--- config.mk ---
export PLATFORM = sky130hd
export DESIGN_NAME = ddc_complex_mixer
export DESIGN_NICKNAME = d
export VERILOG_FILES = /design/src/rtl/ddc_complex_mixer.sv
export SDC_FILE = /design/constraint.sdc
export NUM_CORES = 2
export LEC_CHECK = 0
export CAP_MARGIN = 20
export CORE_ASPECT_RATIO = 0.8
export CORE_MARGIN = 4
export CORE_UTILIZATION = 35
export DETAILED_ROUTE_END_ITERATION = 8
export GPL_ROUTABILITY_DRIVEN = 0
export GPL_TIMING_DRIVEN = 0
export PLACE_DENSITY_LB_ADDON = 0.2
export SLEW_MARGIN = 20
export SYNTH_ARGS = -nofsm -noshare
export SYNTH_HDL_FRONTEND = slang
export SYNTH_SLANG_ARGS = --single-unit
--- constraint.sdc ---
create_clock -name clk_i -period 11.7 [get_ports clk_i]
set_clock_uncertainty 0.05 [all_clocks]
set_input_delay 1.17 -clock clk_i [delete_from_list [all_inputs] [get_ports clk_i]]
set_output_delay 1.17 -clock clk_i [all_outputs]
set_load 0.005 [all_outputs]
--- src/rtl/ddc_complex_mixer.sv ---
// Digital downconversion mixer: real ADC samples times the quadrature LO give baseband I/Q.
// Three-stage multiply/round/saturate pipeline feeding a small FWFT output FIFO. Acceptance
// is credit based: samples in flight plus buffered samples never exceed the FIFO depth, so
// the pipeline never has to stall and no accepted sample is dropped.
module ddc_complex_mixer #(
  parameter int unsigned DATA_WIDTH = 16,
  parameter int unsigned NCO_WIDTH  = 16,
  parameter int unsigned OUT_WIDTH  = 16,
  parameter int unsigned FIFO_DEPTH = 4
) (
  input  logic                  clk_i,
  input  logic                  rst_i,
  input  logic                  enable_i,
  input  logic [DATA_WIDTH-1:0] adc_data_i,
  input  logic                  adc_valid_i,
  input  logic [NCO_WIDTH-1:0]  nco_sine_i,
  input  logic [NCO_WIDTH-1:0]  nco_cosine_i,
  input  logic                  nco_valid_i,
  output logic                  in_ready_o,
  output logic [OUT_WIDTH-1:0]  i_out_o,
  output logic [OUT_WIDTH-1:0]  q_out_o,
  output logic                  out_valid_o,
  input  logic                  out_ready_i,
  input  logic                  clear_stats_i,
  output logic [15:0]           overflow_count_o
);

  localparam int unsigned ProdW = DATA_WIDTH + NCO_WIDTH;
  localparam int unsigned RndW  = ProdW + 1;
  localparam int unsigned Shift = NCO_WIDTH - 1;
  localparam int unsigned ShW   = RndW - Shift;
  localparam int unsigned PtrW  = $clog2(FIFO_DEPTH);
  localparam int unsigned CntW  = PtrW + 1;
  localparam int unsigned UsedW = CntW + 2;

  localparam logic [NCO_WIDTH-1:0] NcoMin = {1'b1, {(NCO_WIDTH-1){1'b0}}};
  localparam logic [NCO_WIDTH-1:0] NcoMax = {1'b0, {(NCO_WIDTH-1){1'b1}}};
  localparam logic [OUT_WIDTH-1:0] OutMin = {1'b1, {(OUT_WIDTH-1){1'b0}}};
  localparam logic [OUT_WIDTH-1:0] OutMax = {1'b0, {(OUT_WIDTH-1){1'b1}}};
  localparam logic [RndW-1:0]      RndHalf = RndW'(1) << (NCO_WIDTH - 2);

  // Round-half-up, shift back to sample scale, then clamp. Bit OUT_WIDTH flags a clamp.
  function automatic logic [OUT_WIDTH:0] round_sat(input logic [ProdW-1:0] prod);
    logic [RndW-1:0]          rnd;
    logic [ShW-1:0]           sh;
    logic [ShW-OUT_WIDTH:0]   hi;
    logic                     fits;
    rnd  = {prod[ProdW-1], prod} + RndHalf;
    sh   = ShW'(rnd >> Shift);
    hi   = sh[ShW-1:OUT_WIDTH-1];
    fits = (&hi) | ~(|hi);
    if (fits) begin
      round_sat = {1'b0, sh[OUT_WIDTH-1:0]};
    end else begin
      round_sat = {1'b1, (sh[ShW-1] ? OutMin : OutMax)};
    end
  endfunction

  // Pipeline state
  logic                  v1_q, v2_q, v3_q;
  logic [DATA_WIDTH-1:0] x1_q;
  logic [NCO_WIDTH-1:0]  c1_q, s1_q;
  logic [ProdW-1:0]      ip2_q, qp2_q;
  logic [OUT_WIDTH-1:0]  i3_q, q3_q;
  logic                  sat3_q;

  // FIFO state
  logic [OUT_WIDTH-1:0] mem_i_q [FIFO_DEPTH];
  logic [OUT_WIDTH-1:0] mem_q_q [FIFO_DEPTH];
  logic [PtrW-1:0]      wr_ptr_q, rd_ptr_q;
  logic [CntW-1:0]      count_q, count_d;
  logic [15:0]          ovf_q, ovf_d;

  logic                 accept, push, pop;
  logic [UsedW-1:0]     used;
  logic [NCO_WIDTH-1:0] s_neg;
  logic [OUT_WIDTH:0]   i_res, q_res;

  // Credit check uses registered occupancy only; out_ready never reaches in_ready.
  assign used       = UsedW'(count_q) + UsedW'(v1_q) + UsedW'(v2_q) + UsedW'(v3_q);
  assign in_ready_o = enable_i & ~rst_i & (used < UsedW'(FIFO_DEPTH));
  assign accept     = adc_valid_i & nco_valid_i & in_ready_o;

  // -(-full_scale) does not fit, so it clamps to +full_scale.
  assign s_neg = (nco_sine_i == NcoMin) ? NcoMax : (~nco_sine_i + NCO_WIDTH'(1));

  assign i_res = round_sat(ip2_q);
  assign q_res = round_sat(qp2_q);

  assign push        = v3_q;
  assign out_valid_o = (count_q != '0);
  assign pop         = out_valid_o & out_ready_i;
  assign i_out_o     = out_valid_o ? mem_i_q[rd_ptr_q] : '0;
  assign q_out_o     = out_valid_o ? mem_q_q[rd_ptr_q] : '0;
  assign overflow_count_o = ovf_q;

  // Stage valids advance every cycle; backpressure is handled by credit alone.
  always_ff @(posedge clk_i) begin
    if (rst_i) begin
      v1_q <= 1'b0;
      v2_q <= 1'b0;
      v3_q <= 1'b0;
    end else begin
      v1_q <= accept;
      v2_q <= v1_q;
      v3_q <= v2_q;
    end
  end

  // Datapath: S1 capture, S2 full-width products, S3 rounded and clamped I/Q.
  always_ff @(posedge clk_i) begin
    if (accept) begin
      x1_q <= adc_data_i;
      c1_q <= nco_cosine_i;
      s1_q <= s_neg;
    end
    if (v1_q) begin
      ip2_q <= ProdW'($signed(x1_q)) * ProdW'($signed(c1_q));
      qp2_q <= ProdW'($signed(x1_q)) * ProdW'($signed(s1_q));
    end
    if (v2_q) begin
      i3_q   <= i_res[OUT_WIDTH-1:0];
      q3_q   <= q_res[OUT_WIDTH-1:0];
      sat3_q <= i_res[OUT_WIDTH] | q_res[OUT_WIDTH];
    end
  end

  // Next-state for FIFO occupancy and the sticky overflow counter.
  always_comb begin
    count_d = count_q;
    if (push && !pop) begin
      count_d = count_q + CntW'(1);
    end else if (!push && pop) begin
      count_d = count_q - CntW'(1);
    end
    ovf_d = ovf_q;
    if (clear_stats_i) begin
      ovf_d = '0;
    end else if (push && sat3_q && (ovf_q != 16'hFFFF)) begin
      ovf_d = ovf_q + 16'd1;
    end
  end

  // FIFO pointers, occupancy and statistics.
  always_ff @(posedge clk_i) begin
    if (rst_i) begin
      wr_ptr_q <= '0;
      rd_ptr_q <= '0;
      count_q  <= '0;
      ovf_q    <= '0;
    end else begin
      if (push) wr_ptr_q <= wr_ptr_q + PtrW'(1);
      if (pop)  rd_ptr_q <= rd_ptr_q + PtrW'(1);
      count_q <= count_d;
      ovf_q   <= ovf_d;
    end
  end

  // FIFO storage; not reset because outputs are gated by out_valid.
  always_ff @(posedge clk_i) begin
    if (push) begin
      mem_i_q[wr_ptr_q] <= i3_q;
      mem_q_q[wr_ptr_q] <= q3_q;
    end
  end

  // Credit accounting must make a push into a full FIFO impossible.
  always_ff @(posedge clk_i) begin
    if (!rst_i) begin
      assert (!(push && (count_q == CntW'(FIFO_DEPTH))));
    end
  end

endmodule

Yosys cells after proc, flatten, opt, wreduce, memory -nomap -nowiden
Memories as Yosys holds them, arrays and structs flattened. A register that Yosys moved wholly into a read port is not among the register bits.
Cells that the tools add are included.
{ "op_classes": {"eq_ne": 2, "add_sub_neg": 11, "mul": 2, "n_lt_le_gt_ge": 1, "reduce_logical": 13, "muxes": 14, "n_bitwise": 12} }
{ "op_table": {"columns": ["cell", "count"], "rows": [
  ["$add A32 B16 Y33 const B", 2],
  ["$mul A16 B16 Y32", 2],
  ["$mux W16", 4],
  ["$mux W17", 2],
  ["$add A16 B1 Y16 const B", 2],
  ["$eq A16 B16 Y1 const B", 1],
  ["$ne A16 B16 Y1 const B", 1],
  ["$not A16 Y16", 1],
  ["$mux W2", 4],
  ["$mux W3", 2],
  ["$reduce_and A3 Y1", 2],
  ["$reduce_or A3 Y1", 2],
  ["$add A4 B1 Y5", 1],
  ["$add A5 B1 Y5", 1],
  ["$and A1 B1 Y1", 5],
  ["$lt A5 B3 Y1 const B", 1],
  ["$add A2 B1 Y2 const B", 2],
  ["$add A3 B1 Y4", 1],
  ["$logic_and A1 B1 Y1", 4],
  ["$add A3 B1 Y3 const B", 1],
  ["$not A1 Y1", 3],
  ["$or A1 B1 Y1", 3],
  ["$reduce_bool A3 Y1", 1],
  ["$sub A3 B1 Y3 const B", 1],
  ["other kinds (4)", 6]
]} }
{ "word_totals": {"in_bits": 55, "mem_bits_rw": 128, "reg_bits": 171, "output_inout_bits": 50, "word_cells": 72, "mem_count": 2} }
{ "mem_list": {"columns": ["memory", "depth", "word_bits", "read_ports", "rd_ports_with_merged_regs", "wr", "line_no", "text"], "rows": [
  ["mem_i_q", 4, 16, 1, 1, 1, "68", "logic [OUT_WIDTH-1:0] mem_i_q [FIFO_DEPTH];"],
  ["mem_q_q", 4, 16, 1, 1, 1, "69", "logic [OUT_WIDTH-1:0] mem_q_q [FIFO_DEPTH];"]
]} }

Logic depth before layout (Yosys ltp)
{ "depth": {"word_depth": 6, "ltp_mapped": 23, "depth_no_buf": 22} }

Worst setup path before layout
No wires, ideal clock.
{ "synth_path": {"path_type": "reg-to-reg", "from": "register c1_q[1]", "to": "register ip2_q[31], data pin", "setup_slack_ns": 5.536, "path_buffers": 1, "synth_period_minus_slack_ns": 6.164, "path_stages_with_launch": 20, "required_ns": 11.382, "arrival_ns": 5.846, "cell_sequence": "edfxtp_1 > clkbuf_1 > nand2_1 > inv_1 > fa_1 > fa_1 > fa_1 > fa_1 > fa_1 > inv_1 > fa_1 > inv_1 > ha_1 > a21o_1 > a21o_1 > a21oi_1 > nor3b_1 > a21oi_1 > a2111oi_1 > xnor2_1"} }
{ "synth_via": {"elab_chain_len": 1} }
{ "synth_lines": {"columns": ["item", "line_no", "text"], "rows": [
  ["start, declared", "62", "logic [NCO_WIDTH-1:0] c1_q, s1_q;"],
  ["start signal, assigned", "114", "c1_q <= nco_cosine_i;"],
  ["$mul A16 B16 Y32", "118", "ip2_q <= ProdW'($signed(x1_q)) * ProdW'($signed(c1_q));"],
  ["end signal, assigned", "118", null],
  ["end, declared", "63", "logic [ProdW-1:0] ip2_q, qp2_q;"]
]} }
No other way between the ends.
A chain may end at the register's enable or synchronous reset.

Worst setup path in the final report
{ "layout_path": {"from": "register x1_q[15]", "to": "register qp2_q[29], data pin"} }
{ "layout_via": {"elab_chain_len": 1} }
{ "layout_lines": {"columns": ["item", "line_no", "text"], "rows": [
  ["start, declared", "61", "logic [DATA_WIDTH-1:0] x1_q;"],
  ["start signal, assigned", "113", "x1_q <= adc_data_i;"],
  ["$mul A16 B16 Y32", "119", "qp2_q <= ProdW'($signed(x1_q)) * ProdW'($signed(s1_q));"],
  ["end signal, assigned", "119", null],
  ["end, declared", "63", null]
]} }
No other way between the ends.

==> impl_metrics.py <==
metrics = {
    "outcome": {
        "status": "finished clean",
    },
    "power_and_ir_drop": {
        "ir_worst_vdd_mv": 0.2402,
        "p_leak_nw": 14.62,
        "total_power_mw": 8.042,
        "p_per_area_mw_per_mm2": 240.8,
    },
    "global_routing": {
        "grt_pass1_vias": 21130,
        "antenna_found_initial": 1,
        "track_usage": 0.1731,
        "grt_max_degree": 49,
        "grt-ovfl-total": 0,
        "grt_pass1_wl_mm": 120.1,
    },
    "synth": {
        "synth_area_leaders": "fa_1 35%, edfxtp_1 25%, inv_1 7.6%",
        "yosysSeqAreaShare": 0.2656,
        "async_reset_ff_frac": 0,
        "synth_simple_gate_area_share": 0.1320,
        "synth_edf_count": 245,
        "synth_compound_area_frac": 0.03353,
        "ys_warn_count": 0,
        "yosysTopAreaCell": "fa_1",
        "synth_cells": 2735,
        "synth_area_per_cell_sq_um": 10.90,
        "synthAdderAreaFrac": 0.4224,
        "synth_top_flop_cell": "edfxtp_1",
        "synth_top_family_by_area": "adder cells",
        "syn_nets": 3482,
        "synth.cell_area_sq_mm": 0.02981,
        "synth_top_area_share": 0.3519,
        "synth-xor-area-share": 0.02967,
        "synthMuxAreaShare": 0.02669,
        "ys_types": 64,
        "ys_seq_elements": 273,
    },
    "cells_and_area": {
        "nFillCells": 8148,
        "drive_gt1_frac": 0.04478,
        "layout.nets": 3626,
        "areaGrowthSynthToFinish_pct": 12.02,
        "stdcell_area_sq_mm": 0.03339,
    },
    "critical_path": {
        "critPathArrivalTime_ns": 7.64,
        "crit_path_end_kind": "register",
        "cp.buffers_inverters": 4,
        "worstSetupPathType": "reg2reg",
        "path_cells": "clkbuf_1 > nand2_1 > inv_1 > fa_1 > fa_1 > inv_1 > fa_1 > fa_1 > fa_1 > fa_1 > inv_1 > ha_1 > and2_1 > and3_1 > and3_1 > and3_1 > a21oi_1 > nand3b_1 > a21oi_1 > xnor2_1",
        "cpMostUsedCell": "fa_1",
        "r2r_slack_ns": 4.36,
        "cpLargestDelayFamily": "adder cells",
        "slowest_stage": "fa_1",
        "cp-start-kind": "register",
        "cp.required_ns": 12.00,
        "critical_path.max_fanout": 10,
        "cpPeakStageDelay_ns": 0.80,
    },
    "drt": {
        "drtPass1Iterations": 7,
        "ant_nets": 0,
        "vias": 19200,
        "wl_per_cell_microns": 18.68,
        "drc": 0,
        "drt_iter0_drc": 1087,
        "vias_per_cell": 4.778,
        "routed_wl_mm": 75.08,
    },
    "cts": {
        "clock_path_buffers": 3,
        "htreeDepth": 1,
        "root_buffer": "clkbuf_16",
        "cts_tree": "built",
        "cts_hold_buf": 0,
        "post-cts-setup-buffers": 0,
        "clock-sinks": 273,
        "postCtsResizedCells": 0,
        "cts_buffers": 31,
        "path_clk_slew_ns": 0.07,
        "clk-insertion-delay-late_ns": 0.61,
    },
    "timing": {
        "worst_pin_slew_ns": 1.009,
        "fin_ws_ns": 4.356,
        "tns_ns": 0,
        "slew_headroom": 0.3271,
        "min_period_ns": 7.344,
        "grt_setup_unrepaired": "no",
        "clock.fmax_ghz": 0.1362,
        "finalHoldViolations": 0,
        "slew_violations": 0,
        "fin_crit_sh": 0.6277,
        "setup_violations": 0,
    },
    "floorplanning": {
        "core_area_sq_mm": 0.08427,
        "initial_core_util": 0.3537,
        "die_w_microns": 334.3,
        "rows": 95,
        "die-area_sq_mm": 0.08994,
        "die_h_microns": 269.0,
        "ios": 105,
    },
    "placed_design": {
        "place_area_sq_mm": 0.03241,
        "dp_slack_ns": 4.446,
        "hpwlAfterDp_mm": 61.39,
        "port_buffers": 104,
    },
    "hold_path": {
        "hp-class": "reg2reg",
    },
    "run": {
        "maxCapViolCount": 0,
    },
}
## flip-flops by register name, summed over array words and instances (netlist names), 18 cells and up, named ones only
name     flops
ip2_q       18
qp2_q       18
mem_i_q     64
mem_q_q     64
## Yosys cell counts (4+ instances only)
master    count
or3_1         9
and2_1      286
o21a_1        4
nor2b_1       9
ha_1        168
nand3_1      25
dfxtp_1      28
xnor2_1      55
o21ai_0      46
nand4_1      11
fa_1        524
nand2b_1     17
nand2_1     287
buf_2         5
nor2_1       65
a211oi_1      8
a21o_1       13
a21oi_1      49
clkbuf_1     91
o21ai_2      10
mux2i_1       6
nor3_1        9
mux4_2       32
inv_1       606
and3_1       22
xor2_1       46
nor4_1        4
edfxtp_1    245
## layout make-up
type,instances,area (sq um),area share
antenna,1,2.502,0.00007494
buffer,101,412.9,0.01236
clock buffer,35,790.8,0.02368
clock inverter,22,185.2,0.005545
inverter,606,2275,0.06812
multi-input combinational,1755,19220,0.5754
sequential,273,7920,0.2372
tap,1115,1395,0.04178
timing repair buffer,111,1196,0.03582
## cells in the final DEF (no fill, tap or decap), types with 49 or more instances in the layout
cell and instances:
inv_1 606, fa_1 524, nand2_1 287, and2_1 282, edfxtp_1 245, ha_1 168, clkdlybuf4s50_1 104, clkbuf_1 95
nor2_1 65, xnor2_1 55, a21oi_1 49
## report_power, final
group	switching, mW	internal [mW]	total [mW]
sequential	0.0799	1.44	1.52
combinational	3.13	2.45	5.57
clock	0.416	0.531	0.947
## path summary, 6_finish.rpt
check / cells after the start / end / from
max reg2reg: 20 / qp2_q[29]$_DFFE_PP_ / x1_q[15]$_DFFE_PP_
min reg2reg: 0 / mem_i_q[3][4]$_DFFE_PP_ / i3_q[4]$_DFFE_PP_
min: 0 / mem_i_q[3][4]$_DFFE_PP_ / i3_q[4]$_DFFE_PP_
max: 20 / qp2_q[29]$_DFFE_PP_ / x1_q[15]$_DFFE_PP_
## logic make-up (layout without fill, tap and decap cells)
kind of cell,Yosys count,in the layout
simple gates,766,766
buf+inv,707,875
fa+ha+maj,692,692
flops,273,273
compound gates,157,157
xor+xnor,101,101
mux,39,39
other cells,0,1
## layer usage
layer	up-vias	track usage	wire [microns]	part of all wire
met5	-	0	0	0
met4	0	0.04785	2377	0.032
met3	106	0.03219	4646	0.062
met2	490	0.2771	33600	0.45
met1	9912	0.2433	34470	0.46
li1	8695	-	-	-
## per-stage QoR
step	std cells	hold WS (ns)	util
final	4019	0.4536	0.3962
after global routing	4018	0.4704	0.3962
after CTS	4018	0.4565	0.3962
after detailed placement	3961	0.4421	0.3846
after global placement	3954	0.4266	0.3826
after floorplan	2735	0.4087	-
(Power assumes the default switching activity.)
